[src/rtl/fetch_unit.sv]
// Instruction fetch stage: owns the PC, reads 3 bytes per instruction from a
// synchronous-read memory, classifies the opcode and hands it to decode.
module fetch_unit #(
   parameter int ADDR_W = 16,
   parameter logic [ADDR_W-1:0] RESET_PC = {ADDR_W{1'b0}}
) (
   input  logic              clk_i,
   input  logic              rstn_i,
   output logic [ADDR_W-1:0] mem_addr_o,
   input  logic [23:0]       mem_data_i,
   input  logic              redirect_i,
   input  logic [ADDR_W-1:0] redirect_pc_i,
   output logic              valid_o,
   input  logic              ready_i,
   output logic [7:0]        opcode_o,
   output logic [15:0]       operand_o,
   output logic [ADDR_W-1:0] pc_o,
   output logic [1:0]        len_o,
   output logic              illegal_o
);

   localparam logic [7:0] OP_ORA_IMM   = 8'h09;
   localparam logic [7:0] OP_ORA_ZPG   = 8'h05;
   localparam logic [7:0] OP_ORA_ZPG_X = 8'h15;
   localparam logic [7:0] OP_AND_IMM   = 8'h29;
   localparam logic [7:0] OP_AND_ZPG   = 8'h25;
   localparam logic [7:0] OP_AND_ZPG_X = 8'h35;
   localparam logic [7:0] OP_EOR_IMM   = 8'h49;
   localparam logic [7:0] OP_EOR_ZPG   = 8'h45;
   localparam logic [7:0] OP_EOR_ZPG_X = 8'h55;

   typedef enum logic [1:0] {
      S_REQ   = 2'd0,
      S_RESP  = 2'd1,
      S_VALID = 2'd2
   } state_e;

   // Every supported opcode carries one operand byte, so all of them are 2 bytes long.
   function automatic logic is_supported(input logic [7:0] op);
      logic hit;
      hit = 1'b0;
      case (op)
         OP_ORA_IMM, OP_ORA_ZPG, OP_ORA_ZPG_X,
         OP_AND_IMM, OP_AND_ZPG, OP_AND_ZPG_X,
         OP_EOR_IMM, OP_EOR_ZPG, OP_EOR_ZPG_X: hit = 1'b1;
         default:                              hit = 1'b0;
      endcase
      return hit;
   endfunction

   state_e            state_q, state_d;
   logic [ADDR_W-1:0] pc_q, pc_d;
   logic              valid_q, valid_d;
   logic [7:0]        opcode_q, opcode_d;
   logic [15:0]       operand_q, operand_d;
   logic [ADDR_W-1:0] pc_out_q, pc_out_d;
   logic [1:0]        len_q, len_d;
   logic              illegal_q, illegal_d;
   logic              supported_s;

   assign supported_s = is_supported(mem_data_i[7:0]);

   // Next-state logic; redirect overrides every state, including a coincident handshake.
   always_comb begin
      state_d   = state_q;
      pc_d      = pc_q;
      valid_d   = valid_q;
      opcode_d  = opcode_q;
      operand_d = operand_q;
      pc_out_d  = pc_out_q;
      len_d     = len_q;
      illegal_d = illegal_q;
      if (redirect_i) begin
         state_d = S_REQ;
         pc_d    = redirect_pc_i;
         valid_d = 1'b0;
      end else begin
         case (state_q)
            S_REQ: begin
               state_d = S_RESP;
            end
            S_RESP: begin
               opcode_d  = mem_data_i[7:0];
               operand_d = mem_data_i[23:8];
               pc_out_d  = pc_q;
               len_d     = supported_s ? 2'd2 : 2'd1;
               illegal_d = ~supported_s;
               valid_d   = 1'b1;
               state_d   = S_VALID;
            end
            S_VALID: begin
               if (ready_i) begin
                  pc_d    = pc_q + ADDR_W'(len_q);
                  valid_d = 1'b0;
                  state_d = S_REQ;
               end else begin
                  state_d = S_VALID;
               end
            end
            default: begin
               state_d = S_REQ;
               valid_d = 1'b0;
            end
         endcase
      end
   end

   // State and output registers; reset clears valid_o without waiting for a clock.
   always_ff @(posedge clk_i or negedge rstn_i) begin
      if (!rstn_i) begin
         state_q   <= S_REQ;
         pc_q      <= RESET_PC;
         valid_q   <= 1'b0;
         opcode_q  <= 8'h00;
         operand_q <= 16'h0000;
         pc_out_q  <= {ADDR_W{1'b0}};
         len_q     <= 2'd0;
         illegal_q <= 1'b0;
      end else begin
         state_q   <= state_d;
         pc_q      <= pc_d;
         valid_q   <= valid_d;
         opcode_q  <= opcode_d;
         operand_q <= operand_d;
         pc_out_q  <= pc_out_d;
         len_q     <= len_d;
         illegal_q <= illegal_d;
      end
   end

   assign mem_addr_o = pc_q;
   assign valid_o    = valid_q;
   assign opcode_o   = opcode_q;
   assign operand_o  = operand_q;
   assign pc_o       = pc_out_q;
   assign len_o      = len_q;
   assign illegal_o  = illegal_q;

endmodule

[config.mk]
export PLATFORM = sky130hd
export DESIGN_NAME = fetch_unit
export DESIGN_NICKNAME = d
export VERILOG_FILES = /design/src/rtl/fetch_unit.sv
export SDC_FILE = /design/constraint.sdc
export NUM_CORES = 1
export LEC_CHECK = 0
export BUFFER_PORTS_ARGS = -buffer_cell sky130_fd_sc_hd__buf_2
export CAP_MARGIN = 20
export CORE_ASPECT_RATIO = 0.6
export CORE_MARGIN = 1
export CORE_UTILIZATION = 50
export CTS_BUF_LIST = sky130_fd_sc_hd__clkbuf_4
export CTS_CLUSTER_DIAMETER = 40
export CTS_CLUSTER_SIZE = 10
export DETAILED_ROUTE_END_ITERATION = 16
export GPL_ROUTABILITY_DRIVEN = 0
export PLACE_DENSITY = 0.89
export SLEW_MARGIN = 20
export SYNTH_ARGS = -nofsm -noshare
export SYNTH_HDL_FRONTEND = slang
export SYNTH_SLANG_ARGS = --single-unit
[constraint.sdc]
create_clock -name clk_i -period 3 [get_ports clk_i]
set_clock_uncertainty 0.15 [all_clocks]
set_input_delay 0.9 -clock clk_i [delete_from_list [all_inputs] [get_ports clk_i]]
set_output_delay 0.9 -clock clk_i [all_outputs]
set_load 0.05 [all_outputs]
# Yosys cells after proc, flatten, opt, wreduce, memory -nomap -nowiden
# Index checks and enable logic that the tools add are counted.
dict set report word_totals {
  wordCells 42
  register_bits 62
  output_inout_bits 60
  inputBits 44
}
dict set report op_classes {
  reduce_logical 7
  bitwise 2
  n_mux 11
  n_eq_ne 13
  add_sub_neg 1
}
# op count
set op_table {}
lappend op_table {{16-bit 2-to-1 mux} 3}
lappend op_table {{8-bit by 6-bit equality test with 1-bit output (second input constant)} 3}
lappend op_table {{8-bit by 7-bit equality test with 1-bit output (second input constant)} 3}
lappend op_table {{16-bit by 2-bit adder with 16-bit output} 1}
lappend op_table {{9-bit OR reduction} 1}
lappend op_table {{8-bit by 3-bit equality test with 1-bit output (second input constant)} 1}
lappend op_table {{8-bit by 4-bit equality test with 1-bit output (second input constant)} 1}
lappend op_table {{8-bit by 5-bit equality test with 1-bit output (second input constant)} 1}
lappend op_table {{2-bit 2-to-1 mux} 3}
lappend op_table {{2-bit case mux with 3 select lines} 1}
lappend op_table {{2-bit AND reduction} 3}
lappend op_table {{2-bit nonzero test} 2}
lappend op_table {{1-bit 2-to-1 mux} 3}
lappend op_table {{3-bit != test (second input constant)} 1}
lappend op_table {{1-bit case mux with 3 select lines} 1}
lappend op_table {{2-bit by 1-bit equality test with 1-bit output (second input constant)} 1}
lappend op_table {{2-bit equality test (second input constant)} 1}
lappend op_table {{2-bit logical NOT} 1}
lappend op_table {{2-bit != test (second input constant)} 1}
lappend op_table {{1-bit inverter} 2}

# Logic depth before layout (Yosys ltp)
# Gate-level depths: netlist of run 1.
dict set report logic_depth {
  ltp_word 4
  depth_mapped 7
}

# Worst setup path before layout of run 1
# No wires, ideal clock.
dict set report synth_timing {
  path_kind {reg2reg}
  start {register len_q[0], in the netlist len_o[0]}
  end {register pc_q[12], in the netlist mem_addr_o[12]}
  setup_slack_ps 509
  path_stages_with_launch 8
  n_path_buf 0
  synth_period_minus_slack_ps 2491
  setup_ps 125
  t_required_ps 2725
  arrival_time_ps 2216
  cell_sequence {dfrtp_1 ha_1 inv_1 fa_1 nand4bb_2 nor4_2 xor2_1 mux2_2}
}
dict set report synth_between {
  elab_chain_len 4
}
# item line_no
set synth_lines {}
lappend synth_lines {{start, declared} 57} ;# logic [1:0] len_q, len_d;
lappend synth_lines {{start signal, assigned} 126} ;# len_q <= len_d;
lappend synth_lines {{16-bit by 2-bit adder with 16-bit output} 93} ;# pc_d = pc_q + ADDR_W'(len_q);
lappend synth_lines {{16-bit 2-to-1 mux} 92} ;# if (ready_i) begin
lappend synth_lines {{16-bit 2-to-1 mux} 78} ;# case (state_q)
lappend synth_lines {{16-bit 2-to-1 mux} 73} ;# if (redirect_i) begin
lappend synth_lines {{end signal, assigned} 121} ;# pc_q <= pc_d;
lappend synth_lines {{end, declared} 52} ;# logic [ADDR_W-1:0] pc_q, pc_d;
# Every way passes these cells. The select of a mux whose other input is x is not followed.
# A chain may end at the register's enable or synchronous reset.

# Worst setup path in the final report of run 1
# Same ends and word-level chain as after synthesis.

==> flow_results.org, run 1 <==
** CTS
- Hold repair after CTS inserted 0 buffers.
- Number of buffers created by CTS :: 9
- CTS tree :: yes
- Post_cts resized :: 0
- Buffers inserted during post-CTS setup optimization :: 0
- Clock insertion delay at the later pin of the skew report :: between 0.4 and 0.5 ns
- CTS placed an instance of sky130_fd_sc_hd__clkbuf_4 at the clock tree root.
- CTS built an H-tree with a depth of 3.
- Clock slew at reported path FFs :: 0.11 ns
- Counting every sink on the clock net gives 61.
- Buffer levels on the longest clock path :: 2

** Detailed routing
- After detailed routing, the number of remaining DRC violations is 0.
- For this block, the initial DRC count from the detailed router was between 150 and 200.
- In the routed layout, each cell is associated on average with a via count of 5.23.
- Total number of vias :: 2139
- ANT nets after route :: 0
- Wirelength per Cell :: 16.3 um
- The pre-antenna-repair detailed-routing pass consisted of 4 iterations.
- After detailed routing, the total wire length is between 6000 and 7000 um.

** Global routing
- The initial antenna violation count came to 1.
- The number of global-route vias before repair was roughly 2.0k.
- Global routing consumed, over all layers together, roughly 23% of the routing resources.
- The first global-routing pass estimated ~10000 um of wire.
- The total overflow left after global routing is 0.
- Largest net degree at the start of global routing :: 30

** Layout
- The number of antenna diodes in the final layout is 0.
- Share of layout cells above drive strength 1 :: 53.8%
- FILL cells :: around 450
- Util after Layout :: between 60% and 70%
- Non-Filler Cell Area, Final :: 0.00358 mm2
- Final layout net count :: 371
- From synthesis to final layout, the design area changed by 23.5%.

** Synthesis
- Cell area after technology mapping :: between 0.002 and 0.003 mm2
- In this run, synthesis produced a sequential element count of slightly above 60.
- Synth Flop Type :: sky130_fd_sc_hd__dfrtp_1
- Mapped Nets :: around 260
- Synthesis handed over a netlist of between 200 and 250 instances.
- In this run, distinct cell masters in the synthesized netlist total 45.
- Proportion of synthesized chip area in sequential cells :: 52.7%
- Cells taking the most area after synthesis :: sky130_fd_sc_hd__dfrtp_1 53%, sky130_fd_sc_hd__mux2_4 19%, sky130_fd_sc_hd__buf_6 1.9%
- Synth warnings :: 0
- For this run, asynchronously set or reset flops after synthesis account for between 90% and 100%.
- The most common cell in the synthesized netlist is sky130_fd_sc_hd__dfrtp_1.
- Number of flops mapped to enable cells by yosys :: 0
- The share of synthesized area in the top cell type comes to 52.7%.
- Post-Synthesis Mean Instance Area :: ~13 um2
- The commonest cells after synthesis are 61 x sky130_fd_sc_hd__dfrtp_1, 37 x sky130_fd_sc_hd__mux2_4, 15 x sky130_fd_sc_hd__nand2_1.
- The biggest area contributor in the post-synthesis netlist is sky130_fd_sc_hd__dfrtp_1.

** Critical path
- Along the worst path, the maximum fanout reaches 4.
- CP Launch Type :: register
- Reg-to-reg critical path endpoint :: mem_addr_o[12]
- Reg2Reg Setup Slack :: around 0.61 ns
- At the worst endpoint, the arrival time is 2.54 ns.
- Reg2reg path depth :: 7
- The worst register-to-register path begins at len_o[0].
- CP required :: 3.15 ns
- Worst setup path class :: reg2reg
- The critical path starts at len_o[0].
- The worst setup path is captured at a register.

** Die
- The total area inside the core boundary comes to approximately 0.0056 mm2.
- # rows :: 21
- For this configuration, the core starts out at a cell density of 52.0%.
- DIE HEIGHT :: between 60 and 70 um
- In this run the count of I/O pins placed on the die edge is between 100 and 150.
- Overall die area :: just over 0.006 mm2
- Width of the die :: roughly 100 um

** Placement
- In this run the tool buffered the top-level ports with ~100 buffer cells.
- In this run the cell area measured after placement is 0.00347 mm2.
- HPWL after detailed placement :: just under 5000 um

** STA
- The final critical path takes up 79.6% of the cycle.
- Final number of hold-violating endpoints :: 0
- Summed negative setup slack over all endpoints :: 0 ns
- The final-report max-slew violation count came to 0.
- Tightest slew margin relative to the limit :: between 60 and 70%
- Unrepaired setup endpoints after global routing :: no
- Total setup violations reported at the end of the flow :: 0
- Min cycle time layout :: approximately 2.4 ns
- Hold timing on the final database bottoms out at a slack of between 0.2 and 0.3 ns.
- Slew of the pin with the lowest slew margin :: about 0.46 ns
- For this run, the top clock speed supported by timing is roughly 420 MHz.

** Flow run
- Max cap viols :: 0

** Pwr
- The design draws ~0.0030 W.
- Power share of the sequential group :: between 30% and 40%
- Switching Power :: 0.00136 W
- Pleak :: 1.77 nW
- The worst-case IR drop observed on VDD is roughly 370 uV.
- Total power density per cell area :: slightly above 800 mW/mm2
- Of the total power, combinational logic draws between 40% and 50%.
- Net switching is 46.1% of the power.
- Cell internal power was estimated by the tool at about 0.0016 W.
- Of the total power, the clock network draws 15.9%.

** Worst hold path
- Worst hold path class :: in2async

** Outcome
- Result of the run :: complete, no violations
==> power by group through the flow <==
stage | sequential (W) | combinational (W) | clock [W]
global placement | 0.00116 | 0.00131 | 0
floorplan | 0.00183 | 0.000353 | 0
CTS | 0.00116 | 0.00133 | 0.000480
finish | 0.00116 | 0.00133 | 0.000471
global route | 0.00119 | 0.00139 | 0.000514
detailed placement | 0.00117 | 0.00133 | 0
==> critical path, cell delays in order (launching register included) <==
cell,delay [ns]
sky130_fd_sc_hd__dfrtp_1,0.41
sky130_fd_sc_hd__ha_1,0.23
sky130_fd_sc_hd__inv_1,0.07
sky130_fd_sc_hd__fa_1,0.42
sky130_fd_sc_hd__nand4bb_2,0.32
sky130_fd_sc_hd__nor4_2,0.30
sky130_fd_sc_hd__xor2_1,0.11
sky130_fd_sc_hd__mux2_2,0.27
==> registers in the layout, summed over array words and instances, names as in the netlist <==
| register | flops |
|---|---|
| len_o | 2 |
| mem_addr_o | 16 |
| opcode_o | 8 |
| operand_o | 16 |
| pc_o | 16 |
| state_q | 2 |
| valid_o | 1 |
==> cell type report <==
cell class                 instances  area [um2]  area share (%)
clock buffer                       9        67.6            1.89
timing repair buffer             108         553            15.4
inverter                           7        26.3           0.734
clock inverter                     7        42.5            1.19
tap                               80         100            2.80
multi-input combinational        137        1260            35.3
sequential                        61        1530            42.6
==> per-stage QoR <==
stage / worst slack (ns) / cells
floorplan: 0.509 / 215
global placement: 0.621 / 393
detailed placement: 0.541 / 393
CTS: 0.615 / 409
global route: 0.455 / 409
finish: 0.612 / 409
==> how the worst max path moves through the flow <==
stage                endpoint  slack, ns  depth (start not counted)
2_1_floorplan  mem_addr_o[12]       0.51                          7
3_3_place_gp     operand_o[2]       0.62                          5
3_5_place_dp     operand_o[4]       0.54                          5
4_1_cts        mem_addr_o[12]       0.61                          7
5_1_grt        mem_addr_o[12]       0.45                          7
6_report       mem_addr_o[12]       0.61                          7
==> cell families (layout without fill, tap and decap cells) <==
| group | Yosys count | count (layout) | share of synthesized area, % |
|---|---|---|---|
| flip-flops | 61 | 61 | 52.7 |
| AND/OR/NAND/NOR | 53 | 53 | 11.7 |
| multiplexers | 43 | 43 | 21.4 |
| AO/OA/AOI/OAI | 28 | 28 | 5.96 |
| buffers and inverters | 17 | 131 | 3.75 |
| XOR/XNOR | 10 | 10 | 3.02 |
| adder cells (fa/ha/maj) | 3 | 3 | 1.55 |
==> layout by cell type, fill, tap and decap left out, types with 2 or more instances in the layout <==
cell type and count:
sky130_fd_sc_hd__inv_1 6, sky130_fd_sc_hd__xnor2_1 4, sky130_fd_sc_hd__nand4_1 5, sky130_fd_sc_hd__o21ai_0 11, sky130_fd_sc_hd__buf_2 103, sky130_fd_sc_hd__ha_1 2
sky130_fd_sc_hd__nor3_1 3, sky130_fd_sc_hd__mux2i_1 2, sky130_fd_sc_hd__buf_4 5, sky130_fd_sc_hd__mux2_2 4, sky130_fd_sc_hd__clkinv_2 4, sky130_fd_sc_hd__nor4_2 2
sky130_fd_sc_hd__mux2_4 37, sky130_fd_sc_hd__a21oi_1 3, sky130_fd_sc_hd__xor2_1 6, sky130_fd_sc_hd__nor2b_1 2, sky130_fd_sc_hd__nand3_1 6, sky130_fd_sc_hd__o21ai_1 3
sky130_fd_sc_hd__dfrtp_1 61, sky130_fd_sc_hd__a31oi_1 2, sky130_fd_sc_hd__nand2_1 15, sky130_fd_sc_hd__nor2_1 6, sky130_fd_sc_hd__a31o_2 2, sky130_fd_sc_hd__nand3_2 2
sky130_fd_sc_hd__clkbuf_4 9, sky130_fd_sc_hd__clkinvlp_4 3
==> layer usage <==
| layer | wire length [um] | track usage (%) |
|---|---|---|
| met1 | 3080 | 29.9 |
| met4 | 40 | 9.11 |
| met3 | 487 | 8.64 |
| met5 | 0 | 0 |
| met2 | 3060 | 35.4 |
Note: power is estimated with default switching activity, not from simulation.
==> run 2, diff against run 1 <==
--- a/config.mk
+++ b/config.mk
@@ -5,17 +5,18 @@
 export SDC_FILE = /design/constraint.sdc
 export NUM_CORES = 1
 export LEC_CHECK = 0
+export ABC_AREA = 1
 export BUFFER_PORTS_ARGS = -buffer_cell sky130_fd_sc_hd__buf_2
 export CAP_MARGIN = 20
 export CORE_ASPECT_RATIO = 0.6
 export CORE_MARGIN = 1
-export CORE_UTILIZATION = 50
+export CORE_UTILIZATION = 47
 export CTS_BUF_LIST = sky130_fd_sc_hd__clkbuf_4
 export CTS_CLUSTER_DIAMETER = 40
 export CTS_CLUSTER_SIZE = 10
 export DETAILED_ROUTE_END_ITERATION = 16
 export GPL_ROUTABILITY_DRIVEN = 0
-export PLACE_DENSITY = 0.89
+export PLACE_DENSITY = 0.88
 export SLEW_MARGIN = 20
 export SYNTH_ARGS = -nofsm -noshare
 export SYNTH_HDL_FRONTEND = slang
==> constraint.sdc (replaced) <==
create_clock -name clk_i -period 2 [get_ports clk_i]
set_clock_uncertainty 0.15 [all_clocks]
set_input_delay 0.6 -clock clk_i [delete_from_list [all_inputs] [get_ports clk_i]]
set_output_delay 0.6 -clock clk_i [all_outputs]
set_load 0.05 [all_outputs]
==> run 2 against run 1 <==
Synthesized area increased by 2.0%. Total power up 59%. Hold slack worse by 0.24 ns. Die area rose by 8.3%. Combinational power up 43%. Wire length up 7.7%. Synthesized cell count up 66%. Setup slack worse by 0.54 ns. Final cell count is 34% higher. Clock power up 130%.
==> flow_results.org, run 2 <==
** Critical path
- CP required :: 1.25 ns (-1.90 ns)
- The number of buffer and inverter instances along the worst setup path came to 1 (unchanged).
- Slowest Stage Delay on Critical Path :: 0.47 ns (+0.05 ns)
- STA classifies the critical path endpoint as a primary output.
- CP Launch Type :: register
- CP max stage cell :: sky130_fd_sc_hd__dfrtp_1
- The worst endpoint data arrival time is 1.18 ns (-1.36 ns).
- Top fanout value on the critical path :: 5 (+1)
- Critical path's top delay family :: flip-flops
- Worst setup path class :: reg2out
- Series of cell instances along the critical path :: buf_2

** Synthesis
- Unique masters post-synth :: 30 (-33%)
- Synth warnings :: 0 (unchanged)
- Cell area after technology mapping :: 0.00296 mm2 (+2.0%)
- The number of enable-type register cells in the synthesized netlist is 0 (unchanged).
- The share of synthesized registers carrying an async set or reset came to 100% (unchanged).
- The net count after synthesis is 404 (+54%).
- Among all cell types in the netlist, the one instantiated most often is sky130_fd_sc_hd__nand2_1.
- Post-synthesis instance total :: 357 (+66%)
- Area fraction of the dominant cell type after synthesis :: 51.6% (-1.0 points)
- Cells taking the most area after synthesis :: sky130_fd_sc_hd__dfrtp_1 52%, sky130_fd_sc_hd__nand2_1 18%, sky130_fd_sc_hd__inv_1 4.1%
- Of all cell types, the one taking the most synthesized area is sky130_fd_sc_hd__dfrtp_1.
- Yosys reg bits :: 61 (unchanged)
- Synth top cells by count :: 141 x sky130_fd_sc_hd__nand2_1, 61 x sky130_fd_sc_hd__dfrtp_1, 32 x sky130_fd_sc_hd__inv_1
- In the synthesized netlist the dominant register cell turns out to be sky130_fd_sc_hd__dfrtp_1.
- The synthesized area per cell was 8.28 um2 (-39%).
- Proportion of synthesized chip area in sequential cells :: 51.6% (-1.0 points)

** STA
- Subtracting the final worst setup slack from the clock period gives around 1.9 ns.
- Final count of pins violating max slew :: 0 (unchanged)
- Slew of the pin with the lowest slew margin :: 0.371 ns (-0.0896 ns)
- The final total negative setup slack came to 0 ns (unchanged).
- Unrepaired setup endpoints after global routing :: no
- Worst Setup Slack, final :: 0.0671 ns (-0.545 ns)
- Highest Clock Rate :: between 500 and 600 MHz
- Total setup violations reported at the end of the flow :: 0 (unchanged)
- Tightest slew margin relative to the limit :: 75.3% (+6.0 points)
- After layout, the worst path uses a little over nine tenths of the clock period.
- Final number of hold-violating endpoints :: 0 (unchanged)

** Die
- The die outline width came to 104 um (+4.1%).
- Initial Util :: 50.9% (-1.1 points)
- The area of the die was 0.00662 mm2 (+8.3%).
- The core region area is 0.00581 mm2 (+4.2%).
- DIE HEIGHT :: 63.4 um (+4.0%)
- # IOs :: 104 (unchanged)
- # rows :: 21 (unchanged)

** CTS
- The count of instances resized after the clock tree is built came to 0 (unchanged).
- The number of buffers inserted during clock tree synthesis came to 9 (unchanged).
- # H-tree levels :: 3 (unchanged)
- TritonCTS built the clock tree.
- The count of hold buffers inserted by post-cts repair is 0 (unchanged).
- The maximum buffer depth of the clock tree was 2 (unchanged).
- Clock slew at reported path FFs :: 0.10 ns (about the same)
- The clock latency on the worst-skew pair is 0.40 ns (about the same).
- The number of buffers inserted by post-CTS setup repair came to 0 (unchanged).
- Clock sink count :: 61 (unchanged)
- CTS root buffer :: sky130_fd_sc_hd__clkbuf_4

** Detailed routing
- Violation count after the first detailed-routing iteration :: 226 (+19%)
- The iteration count of the initial detailed-routing pass was 4 (unchanged).
- The final routed wirelength across all metal layers is 7190 um (+7.7%).
- The number of remaining DRC errors was 0 (unchanged).
- The mean number of vias per cell was 4.97 (-5.0%).
- The total number of vias was 2728 (+28%).
- The count of antenna-violating nets left after detailed routing is 0 (unchanged).
- Wirelength per Cell :: 13.1 um (-20%)

** Global routing
- Via count of the first global-routing pass :: 2480 (+23%)
- Global Route Usage Sum :: 23.3% (+0.31 points)
- The initial antenna violation count is 0 (-1).
- First-pass GRT wire length :: 11800 um (+15%)
- Largest net degree at the start of global routing :: 62 (+110%)
- Grt ovf :: 0 (unchanged)

** Outcome
- Result of the run :: complete, no violations

** Layout
- Relative to the synthesized area, the layout overhead comes to 25.3%.
- Most common library cell in the layout ignoring fill and taps :: sky130_fd_sc_hd__nand2_1
- Multi-input gate area :: 0.00119 mm2 (-5.7%)
- The layout filler cell count was 495 (+11%).
- Most used cells in the layout excluding fill and tap cells :: 141 x sky130_fd_sc_hd__nand2_1, 102 x sky130_fd_sc_hd__buf_2, 56 x sky130_fd_sc_hd__dfrtp_1
- Antenna diodes :: 0 (unchanged)
- The area taken by flip-flops and latches was 0.00153 mm2 (+0.41%).
- The final layout net count was 511 (+38%).
- Share of layout cells above drive strength 1 :: 31.8% (-22 points)

** Worst hold path
- Worst hold path class :: in2async

** Placement
- Input/output buffers :: 103 (unchanged)
- Pre-CTS setup slack :: 0.113 ns (-0.428 ns)
- HPWL after detailed placement :: 5280 um (+8.8%)

** Pwr
- Worst-case vdd ir drop :: 702 uV (+91%)
- The total power density per cell area came to 1270 mW/mm2 (+54%).
- The cell leakage power was 2.02 nW (+14%).

** Flow run
- Max cap viols :: 0 (unchanged)
==> run 2: cell types whose count changed after synthesis, moves of 3 or more <==
cell,change
sky130_fd_sc_hd__xor2_1,-5
sky130_fd_sc_hd__nand3_1,+12
sky130_fd_sc_hd__buf_6,+5
sky130_fd_sc_hd__o21ai_1,+14
sky130_fd_sc_hd__o211ai_1,+3
sky130_fd_sc_hd__inv_1,+26
sky130_fd_sc_hd__mux2_2,-4
sky130_fd_sc_hd__nor2_1,+18
sky130_fd_sc_hd__nand2_1,+126
sky130_fd_sc_hd__mux2_4,-37
sky130_fd_sc_hd__nor2_4,+4
sky130_fd_sc_hd__nand2_2,+4
sky130_fd_sc_hd__xnor2_1,-4
==> run 2: path summary, 6_finish.rpt <==
path | startpoint | end | slack (ns) | depth (start not counted)
setup / recovery | mem_addr_o[6] | mem_addr_o[6] | 0.07 | 1
hold / removal | rstn_i | mem_addr_o[6] | 0.04 | 2
setup reg to reg | len_o[0] | mem_addr_o[12] | 0.14 | 11
hold reg to reg | opcode_o[2] | opcode_o[2] | 0.33 | 2
max in group asynchronous | rstn_i | len_o[0] | 1.38 | 2
min in group clk_i | mem_data_i[19] | operand_o[11] | 0.24 | 3
==> run 2: cell type report <==
type | instances | share of cell area, %
clock buffer | 11 | 2.23
timing repair buffer | 109 | 15.5
multi-input combinational | 250 | 32.2
tap | 80 | 2.70
sequential | 61 | 41.4
inverter | 33 | 3.34
clock inverter | 5 | 2.67
==> run 2: per-stage QoR <==
step	power (W)	std cells	cell area [um2]	hold slack, ns	util [%]
3_3_place_gp	0.00359	532	3510	0.307	60.5
6_report	0.00470	549	3710	0.0426	63.8
5_1_grt	0.00497	549	3710	0.0159	63.8
4_1_cts	0.00473	548	3690	0.0293	63.6
2_1_floorplan	0.00315	357	2980	0.154	-
3_5_place_dp	0.00363	532	3510	0.310	60.5
==> run 2: kinds of logic (layout without fill, tap and decap cells) <==
logic type	Yosys count	count (layout)	share of synthesized area, %
buf+inv	47	158	8.84
fa+ha+maj	3	3	1.52
simple gates	202	203	29.4
flops	61	61	51.6
xor+xnor	1	1	0.296
compound gates	43	43	8.29
==> run 2: power breakdown <==
part	internal [W]	total (W)	switching [W]	leakage (nW)
Clock	0.000656	0.00110	0.000442	0.0985
Combinational	0.000424	0.00190	0.00147	1.17
Sequential	0.00151	0.00171	0.000194	0.749
Total	0.00259	0.00470	0.00211	2.02
==> run 2: layer usage <==
layer | vias to the layer above | part of all wire, % | track usage [%] | routed length (um)
li1 | 1344 | - | - | -
met1 | 1228 | 45 | 32.4 | 3240
met2 | 138 | 43 | 34.4 | 3110
met3 | 18 | 9.5 | 6.73 | 682
met4 | 0 | 2.1 | 9.11 | 154
met5 | - | 0 | 0 | 0
